`src/rtl/cp0_pkg.sv`:
```
// Shared CP0 constants: register numbers, field positions, exception codes
// and the handler entry point.
package cp0_pkg;

    localparam logic [4:0] REG_SR    = 5'd12;
    localparam logic [4:0] REG_CAUSE = 5'd13;
    localparam logic [4:0] REG_EPC   = 5'd14;
    localparam logic [4:0] REG_PRID  = 5'd15;

    localparam int IM_HI   = 15;
    localparam int IM_LO   = 10;
    localparam int EXL_BIT = 1;
    localparam int IE_BIT  = 0;
    localparam int BD_BIT  = 31;
    localparam int IP_HI   = 15;
    localparam int IP_LO   = 10;
    localparam int EXC_HI  = 6;
    localparam int EXC_LO  = 2;

    localparam logic [4:0] EXC_INT  = 5'd0;
    localparam logic [4:0] EXC_ADEL = 5'd4;
    localparam logic [4:0] EXC_ADES = 5'd5;
    localparam logic [4:0] EXC_RI   = 5'd10;
    localparam logic [4:0] EXC_OV   = 5'd12;

    localparam logic [31:0] EXCEPTION_HANDLER_ADDR = 32'h0000_4180;
    localparam logic [31:0] PRID_DEFAULT           = 32'h0000_0810;

endpackage

```
`src/rtl/cp0.sv`:
```
// Coprocessor 0 in the M stage: takes exceptions/interrupts, records
// EPC/Cause/BD, and serves mfc0/mtc0/eret.
module cp0
    import cp0_pkg::*;
#(
    parameter logic [31:0] PRID = PRID_DEFAULT
) (
    input  logic        clk,
    input  logic        reset,
    input  logic [4:0]  A1,
    input  logic [4:0]  A2,
    input  logic [31:0] DIn,
    input  logic        WE,
    input  logic [31:0] VPC,
    input  logic        BDIn,
    input  logic        ExcOccurIn,
    input  logic [4:0]  ExcCodeIn,
    input  logic [5:0]  HWInt,
    input  logic        EXLClr,
    output logic        ExcHandle,
    output logic [31:0] EPC,
    output logic [31:0] DOut
);

    logic [5:0]  im;
    logic        exl;
    logic        ie;
    logic        bd;
    logic [5:0]  ip;
    logic [4:0]  exc_code;
    logic [31:0] epc_q;

    logic        int_req;
    logic        exc_req;
    logic [31:0] victim;
    logic [31:0] sr_word;
    logic [31:0] cause_word;

    assign int_req   = ie & ~exl & (|(HWInt & im));
    assign exc_req   = ExcOccurIn & ~exl;
    assign ExcHandle = ~reset & (int_req | exc_req);

    // A delay-slot victim restarts at its branch so the branch re-executes.
    assign victim = (BDIn ? (VPC - 32'd4) : VPC) & ~32'd3;

    always_ff @(posedge clk) begin
        if (reset) begin
            im       <= '0;
            exl      <= 1'b0;
            ie       <= 1'b0;
            bd       <= 1'b0;
            ip       <= '0;
            exc_code <= '0;
            epc_q    <= '0;
        end else begin
            ip <= HWInt;
            if (ExcHandle) begin
                exl      <= 1'b1;
                bd       <= BDIn;
                exc_code <= int_req ? EXC_INT : ExcCodeIn;
                epc_q    <= victim;
            end else begin
                if (WE && A2 == REG_SR) begin
                    im  <= DIn[IM_HI:IM_LO];
                    exl <= DIn[EXL_BIT];
                    ie  <= DIn[IE_BIT];
                end
                if (WE && A2 == REG_EPC)
                    epc_q <= DIn & ~32'd3;
                // eret wins over a same-cycle SR write of EXL.
                if (EXLClr)
                    exl <= 1'b0;
            end
        end
    end

    assign sr_word    = {16'b0, im, 8'b0, exl, ie};
    assign cause_word = {bd, 15'b0, ip, 3'b0, exc_code, 2'b0};
    assign EPC        = epc_q;

    always_comb begin
        DOut = 32'h0;
        case (A1)
            REG_SR:    DOut = sr_word;
            REG_CAUSE: DOut = cause_word;
            REG_EPC:   DOut = epc_q;
            REG_PRID:  DOut = PRID;
            default:   DOut = 32'h0;
        endcase
    end

endmodule

```
`config.mk`:
```
export PLATFORM = sky130hd
export DESIGN_NAME = cp0
export DESIGN_NICKNAME = d
export VERILOG_FILES = /design/src/rtl/cp0_pkg.sv /design/src/rtl/cp0.sv
export SDC_FILE = /design/constraint.sdc
export NUM_CORES = 1
export LEC_CHECK = 0
export ABC_AREA = 1
export CORE_ASPECT_RATIO = 0.5
export CORE_UTILIZATION = 39
export CTS_CLUSTER_SIZE = 30
export DETAILED_ROUTE_END_ITERATION = 6
export GPL_ROUTABILITY_DRIVEN = 0
export PLACE_DENSITY_LB_ADDON = 0.15
export SLEW_MARGIN = 20
export SYNTH_ARGS = -nofsm -noshare
export SYNTH_HDL_FRONTEND = slang
export SYNTH_SLANG_ARGS = --single-unit
```
`constraint.sdc`:
```
create_clock -name clk -period 1.32 [get_ports clk]
set_clock_uncertainty 0.05 [all_clocks]
set_input_delay 0.132 -clock clk [delete_from_list [all_inputs] [get_ports clk]]
set_output_delay 0.132 -clock clk [all_outputs]
set_load 0.03 [all_outputs]
```
# Word level (Yosys, flattened, before mapping)
# Cells that the tools add are included.
# totals
register_bits	50
in_bits	91
out_inout_bits	65
# op_classes
n_eq_ne	6
bitwise_logic	9
n_reduce_logical	6
n_mux	8
add_sub_neg	1
# ops
op	count
$pmux 32 s4	1
$mux 32	3
$sub 32x3->32 const B	1
$eq 5x4->1 const B	6
$and 6x6->6	1
$reduce_or 6->1	1
$mux 5	1
$and 1x1->1	4
$mux 1	3
$not 1->1	3
$reduce_bool 3->1	1
$logic_and 1x1->1	2
$reduce_and 2->1	1
$reduce_bool 2->1	1
$or 1x1->1	1

# Logic depth before layout (Yosys ltp)
# depth
depth_word	7
depth_mapped	11
mapped_depth_nobuf	11

# Worst setup path after synthesis
# No wires, ideal clock.
# synth_timing
path_kind	register to register
startpoint	register ie
endpoint	register epc_q[31] (netlist: EPC[31])
stages_incl_launch_ff	9
setup_time_ns	0.138
arrival_ns	1.253
path_slack_ns	-0.121
path_cell_list	dfxtp_1 inv_1 nor2_1 o21ai_4 a21oi_4 buf_2 nand3_1 nand2_1 a21oi_2
# synth_between
elab_chain_len	5
word_cells_on_any_way	6
classes_between	mux: 1; bitwise: 4; reduce/logical: 1
# synth_lines
item	line_no	text
from (decl)	cp0.sv:27	logic ie;
from (signal assigned)	cp0.sv:66	ie <= DIn[IE_BIT];
$and 1x1->1 (*) (2 in series)	cp0.sv:39	assign int_req = ie & ~exl & (|(HWInt & im));
$or 1x1->1 (*)	cp0.sv:41	assign ExcHandle = ~reset & (int_req | exc_req);
$and 1x1->1 (*)	cp0.sv:41	
$mux 32 / $reduce_bool 2->1 (equally long branches)	n/a	
to (signal assigned)	cp0.sv:61	epc_q <= victim;
to (signal assigned)	cp0.sv:69	epc_q <= DIn & ~32'd3;
to (decl)	cp0.sv:31	logic [31:0] epc_q;
# Every way passes the cells marked *; elsewhere a longest branch is shown, timed or not.
# A chain may end at the register's enable or synchronous reset.

# Final worst setup path
# layout_timing
startpoint	register im[1]
endpoint	register epc_q[22] (netlist: EPC[22])
# layout_between
elab_chain_len	6
word_cells_on_any_way	7
classes_between	mux: 1; bitwise: 4; reduce/logical: 2
# layout_lines
item	line_no	text
from (decl)	cp0.sv:25	logic [5:0] im;
from (signal assigned)	cp0.sv:64	im <= DIn[IM_HI:IM_LO];
$and 6x6->6 (*)	cp0.sv:39	
$reduce_or 6->1 (*)	cp0.sv:39	
$and 1x1->1 (*)	cp0.sv:39	
$or 1x1->1 (*)	cp0.sv:41	
$and 1x1->1 (*)	cp0.sv:41	
$mux 32 / $reduce_bool 2->1 (equally long branches)	n/a	
# Marks and branches as above.

==> results <==
-- area by class of cell --
class	count	area, um^2
Clock inverter	2	13.76
Inverter	71	286.5
Timing Repair Buffer	272	2560
Clock buffer	5	125.1
Multi-Input combinational cell	430	2481
Tap cell	117	146.4
Sequential cell	50	1010
Fill cell	694	2100
Timing Repair inverter	1	16.27
-- per-layer routing --
metal,part of all wire,wire (um),track usage
met5,0,0,0
met4,0.0092,131,0.07778
met3,0.059,840,0.05044
met2,0.48,6777,0.4788
met1,0.45,6422,0.3806
-- sequential cells by signal, summed over array words and instances (netlist names) --
| name | count |
|---|---|
| exc_code | 5 |
| EPC | 30 |
| bd | 1 |
| exl | 1 |
| im | 6 |
| ie | 1 |
| ip | 6 |
-- cell families after synthesis --
logic type,after synthesis,synth area share
AND/OR/NAND/NOR,319,0.3872
flip-flops,50,0.2839
adder cells (fa/ha/maj),1,0.003548
AO/OA/AOI/OAI,89,0.1597
XOR/XNOR,18,0.04471
buffers and inverters,93,0.1199
other,1,0.001064
-- what timing repair did --
action,in CTS,in global routing
gates cloned,4,2
resized for setup,158,70
endpoints found under the setup margin,100,60
pin swaps,42,26
setup buffers,15,5
endpoints found under the hold margin,0,0
-- metrics by stage --
| stage | hold WS, ns | worst slack [ns] |
|---|---|---|
| finish | 0.03788 | -0.2375 |
| global route | 0.06033 | -0.3121 |
| CTS | 0.1668 | -0.2427 |
| detailed placement | 0.4042 | -0.6159 |
| global placement | 0.3997 | -0.5779 |
| floorplan | 0.1890 | -0.09393 |
-- critical path: stages, from the launching register on --
cell and delay (ns):
dfxtp_2 0.33, nand2_2 0.05, nand3_2 0.09, o21ai_4 0.22
a21oi_4 0.09, buf_6 0.14, nor2_8 0.17, buf_12 0.17
nand2_2 0.05, a21oi_2 0.12
-- cells in the final DEF, fill, tap and decap left out, drive strengths merged --
cell type | synthesis | layout
a22o | 4 | 4
o21ai | 32 | 32
nor3 | 4 | 4
a31oi | 6 | 6
nand3 | 25 | 25
buf | 15 | 166
clkinv | 1 | 3
nand4 | 9 | 9
clkdlybuf4s15 | 0 | 1
clkdlybuf4s50 | 0 | 49
clkbuf | 7 | 7
or2 | 1 | 1
o21bai | 4 | 4
a21oi | 36 | 36
a211oi | 2 | 2
ha | 1 | 1
dlygate4sd2 | 0 | 41
dfxtp | 50 | 50
nand2 | 188 | 189
inv | 70 | 71
xor2 | 11 | 11
o211ai | 3 | 3
dlymetal6s2s | 0 | 13
nor2 | 92 | 92
conb | 1 | 2
a32o | 1 | 1
xnor2 | 7 | 7
o31ai | 1 | 1
-- Yosys cell counts (4+ instances only) --
cell / instances
buf_6: 4
a22o_1: 4
dfxtp_1: 50
o21ai_0: 20
o21bai_1: 4
inv_1: 66
a31oi_1: 6
a21oi_2: 10
xnor2_1: 7
o21ai_1: 11
inv_2: 4
nand2_1: 174
nand2_2: 11
nor2_1: 90
a21oi_1: 25
xor2_1: 11
nand3_1: 22
clkbuf_1: 7
buf_4: 8
nand4_1: 9
-- path summary, 6_finish.rpt --
| path | from | endpoint | slack (ns) | cells past startpoint |
|---|---|---|---|---|
| max | im[1]$_SDFFE_PP0P_ | EPC[22]$_SDFFE_PP0P_ | -0.24 | 9 |
| min | HWInt[1] | ip[1]$_SDFF_PP0_ | 0.04 | 3 |
| max reg2reg | im[1]$_SDFFE_PP0P_ | EPC[22]$_SDFFE_PP0P_ | -0.24 | 9 |
| min reg2reg | exc_code[0]$_SDFFE_PP0P_ | exc_code[0]$_SDFFE_PP0P_ | 0.42 | 2 |
-- where the power goes --
| group | total (mW) | switching, mW | internal [mW] |
|---|---|---|---|
| registers | 1.67 | 0.0739 | 1.60 |
| clock network | 1.34 | 0.643 | 0.699 |
| logic | 1.42 | 0.733 | 0.688 |
| total | 4.43 | 1.45 | 2.98 |
==> results by stage <==
Placement:
- The number of port buffers is between 150 and 200.
- The area after detailed placement is roughly 5800 um^2.
- Including well taps, the total number of placed cells is around 900.
- Detailed placement finished with a half-perimeter wire length of 9806 um.

Finish:
- The fraction of layout instances using a drive strength above 1 is 0.3767.
- Compared with the post-synthesis result, the final layout area differs by 88.29%.
- For this run, the share of the core covered by cells in the final layout is 0.7597.
- The number of non-filler instances in the completed layout is about 950.
- For this run, the post-layout net count is roughly 900.
- 0 antenna diodes ended up in the layout.
- Summing all non-filler instances in the final layout gives an area of approximately 6600 um^2.

Clocking:
- At the later pin of the worst-skew pair, clock insertion delay measures ~0.3 ns.
- The root buffer cell is clkbuf_16.
- No sink is reached through more buffers than the 2 on the longest clock path.
- TritonCTS built the clock tree.
- The count of hold-fix buffers inserted at cts is 0.
- Clock-pin slew was measured on the worst setup and hold paths at roughly 0.07 ns.
- In this run the number of H-tree levels came out at 2.
- The number of clock sinks is 50.
- Clock tree synthesis inserted a total of 5 buffers.

Global route:
- The initial antenna violation count is 0.
- The all-layer global routing usage is 0.2873.
- The first global-routing pass estimated 21070 um of wire.
- Entering global routing, the biggest net connects 35 pins.
- Global routing finished with a remaining overflow of 0.
- The via count of the first global-routing pass is between 4000 and 5000.

Synth:
- A synthesized cell averages ~6.2 um^2.
- Synthesis instantiated 39 different standard cells from the library.
- The portion of synthesized cell area occupied by the leading cell type is 0.2839.
- The number of storage elements in the synthesis netlist is 50.
- In the synthesized netlist the dominant register cell turns out to be dfxtp_1.
- The combined area of all synthesized cells is around 3500 um^2.
- The number of standard cells after synthesis is approximately 570.
- The share of the Yosys chip area taken by registers is 0.2839.
- Of all flip-flops after synthesis, the portion carrying an async set or reset was 0.
- The count of synthesis-stage warnings from yosys is 0.
- The cell type contributing the most total cell area after synthesis is dfxtp_1.
- Sorting the synthesized cells by area gives the leading types as dfxtp_1 (28%), nand2_1 (19%), nor2_1 (9.6%), inv_1 (7.0%), a21oi_1 (3.5%).
- The number of flops mapped to enable cells by yosys is 0.

Status:
- The checks that failed: setup timing.
- The flow ran to the end, but the final reports show violations.

Detailed routing:
- In the routed design, unresolved DRC markers number 0.
- The per-cell routed wire length is approximately 15 um.
- The remaining antenna violation count is 0.
- In the routed layout, each cell is associated on average with a via count of between 4 and 5.
- The aggregate routed wire length is roughly 14000 um.
- After the first detailed-routing iteration, the DRC count stood at ~250.
- The routed layout has around 4600 vias.
- The detailed-router iteration count before antenna repair is 5.

STA:
- The setup slack of the critical path after layout is -0.2375 ns.
- The total count of max-transition violations in the final report came to 0.
- The number of failing hold endpoints at the final stage is 0.
- The maximum clock frequency is ~640 MHz.
- The total negative slack for setup checks is -8.043 ns.
- Of the available clock period, the critical path in the final layout requires 1.180.
- The worst path in the final design needs a cycle of ~1.6 ns, including I/O delays and setup.
- Setup repair after global routing could not meet its margin everywhere.
- The final setup violation count is 45.

Floorplanning:
- The x dimension of the die is 136.5 um.
- The die covers about 9400 um^2.
- The starting density of the core is 0.4035.
- The number of core rows is 24.
- The number of I/O pins is ~160.
- The overall die height is just under 70 um.
- The region available for standard cell placement spans 8738 um^2.

Setup path:
- Of all nets on the critical path, the largest fanout is 8.
- The arrival time reported for the critical path endpoint is between 1.5 and 2 ns.
- The type of element launching the critical path is a register.
- The worst setup path is captured at a register.
- By startpoint and endpoint, the worst setup path is classified as reg -> reg.
- For the worst setup path, the data required time is 1.50 ns.

Flow run:
- The number of max-capacitance violations reported is 0.

Power and ir drop:
- In this run the static leakage power is 3.140 nW.
- The total power density per cell area is about 670 nW/um^2.
- IR analysis of the VDD net gives a maximum drop of ~0.00054 V.
- The design draws between 4 and 5 mW.

Hold path:
- The path class of the tightest hold or removal check is in -> reg.
Power figures use the tool's default switching activity.
==> RTL edit, RTL diff (same settings) <==
Register the input `DIn` before use, without a reset. The logic sees it one clock later. The other inputs are not delayed to match.
--- a/src/rtl/cp0.sv
+++ b/src/rtl/cp0.sv
@@ -21,6 +21,12 @@
     output logic [31:0] EPC,
     output logic [31:0] DOut
 );
+
+    logic [31:0] DIn_q;
+
+    always_ff @(posedge clk) begin
+        DIn_q <= DIn;
+    end
 
     logic [5:0]  im;
     logic        exl;
@@ -61,12 +67,12 @@
                 epc_q    <= victim;
             end else begin
                 if (WE && A2 == REG_SR) begin
-                    im  <= DIn[IM_HI:IM_LO];
-                    exl <= DIn[EXL_BIT];
-                    ie  <= DIn[IE_BIT];
+                    im  <= DIn_q[IM_HI:IM_LO];
+                    exl <= DIn_q[EXL_BIT];
+                    ie  <= DIn_q[IE_BIT];
                 end
                 if (WE && A2 == REG_EPC)
-                    epc_q <= DIn & ~32'd3;
+                    epc_q <= DIn_q & ~32'd3;
                 // eret wins over a same-cycle SR write of EXL.
                 if (EXLClr)
                     exl <= 1'b0;
Formal check against the unedited RTL: not equivalent (Yosys sat finds a counterexample within 4 cycles, from zero or initial values and one cycle with reset high).
==> RTL edit against the unedited design <==
The flow still finishes with violations (negative setup slack); critical path depth rose by 2; via count rose by 7.9%; total power rose by 58%; cell area rose by 14%; area after synthesis rose by 17%; worst setup slack got worse by 0.072 ns; routed wire length rose by 7.1%; sequential cell count rose by 32; worst hold slack improved by 0.15 ns; largest cell class unchanged.
==> RTL edit: results <==
group,metric,value,unit
yosys,synth.avg_cell_area,6.80,sq um
run_status,violations,"negative setup slack",
finish,bufAreaShareNonClock,34.0,%
finish,fill_cells,781,
place,post-place-ws,-0.612,ns
finish,fin_area,0.00755,sq mm
sta,hold_ws,0.183,ns
finish,drive_gt1_share,37.2,%
finish,buffers,276,
clock_tree,insertion_delay,0.34,ns
yosys,post_synth_most_frequent_cells,"nand2_1 (176), nor2_1 (91), dfxtp_1 (82)",
yosys,synth_xor_area_share,3.39,%
place,hpwl,10600,um
route,post_drt_wl_per_cell,14.9,um
worst_hold_path,hold_depth,1,
power,p_seq,0.00270,W
power,p_seq_share,38.5,%
worst_hold_path,hp-start,"DIn[27]",
grt,first_global_vias,4519,
critical_path,cp_max_fo,4,
yosys,netlist_top_cells_area,"dfxtp_1 (40%), nand2_1 (16%), nor2_1 (8.3%)",
clock_tree,numCtsBuffers,9,
sta,setup_violations,47,
clock_tree,cts_max_level,3,
critical_path,reg2reg_to,"EPC[12]$_SDFFE_PP0P_",
power,power.clock.total,0.00282,W
run_status,status,"finished, violations left",
critical_path,reg2reg_depth,11,
power,peakVddDrop,0.000631,V
finish,regArea,0.00166,sq mm
power,switching_share,27.1,%
grt,grt_max_degree,21,
sta,worst_slack,-0.309,ns
## RTL edit: cell types whose count changed after synthesis, sizes merged, moves of 2 or more
cell	before	now
dfxtp	50	82
nor2	92	104
a21oi	36	30
nand2	188	182
nand4	9	15
inv	70	75
a31oi	6	2
o21bai	4	0
a211oi	2	5
nand3	25	23
o21ai	32	34
xnor2	7	5
## RTL edit: worst max-delay path, delay by kind of cell (launching register included)
kind                   cells  cell delay [ns]
AOI/OAI and AO/OA          2             0.24
buffers and inverters      2             0.32
DFF                        1             0.32
and+or+nand+nor            7             0.62
## RTL edit: metal layers
metal | part of all wire [%] | GRT usage [%] | up-vias
met4 | 2.2 | 8.48 | 0
met2 | 48 | 45.1 | 181
li1 | - | - | 2447
met5 | 0 | 0 | -
met3 | 7.0 | 6.06 | 32
met1 | 42 | 33.4 | 2294
## RTL edit: repair_timing
item / CTS / global route
resized for setup: 132 / 120
setup endpoints to repair: 107 / 86
hold buffers: 0 / 0
gates cloned: 3 / 1
setup buffers: 15 / 4
pin swaps: 21 / 38
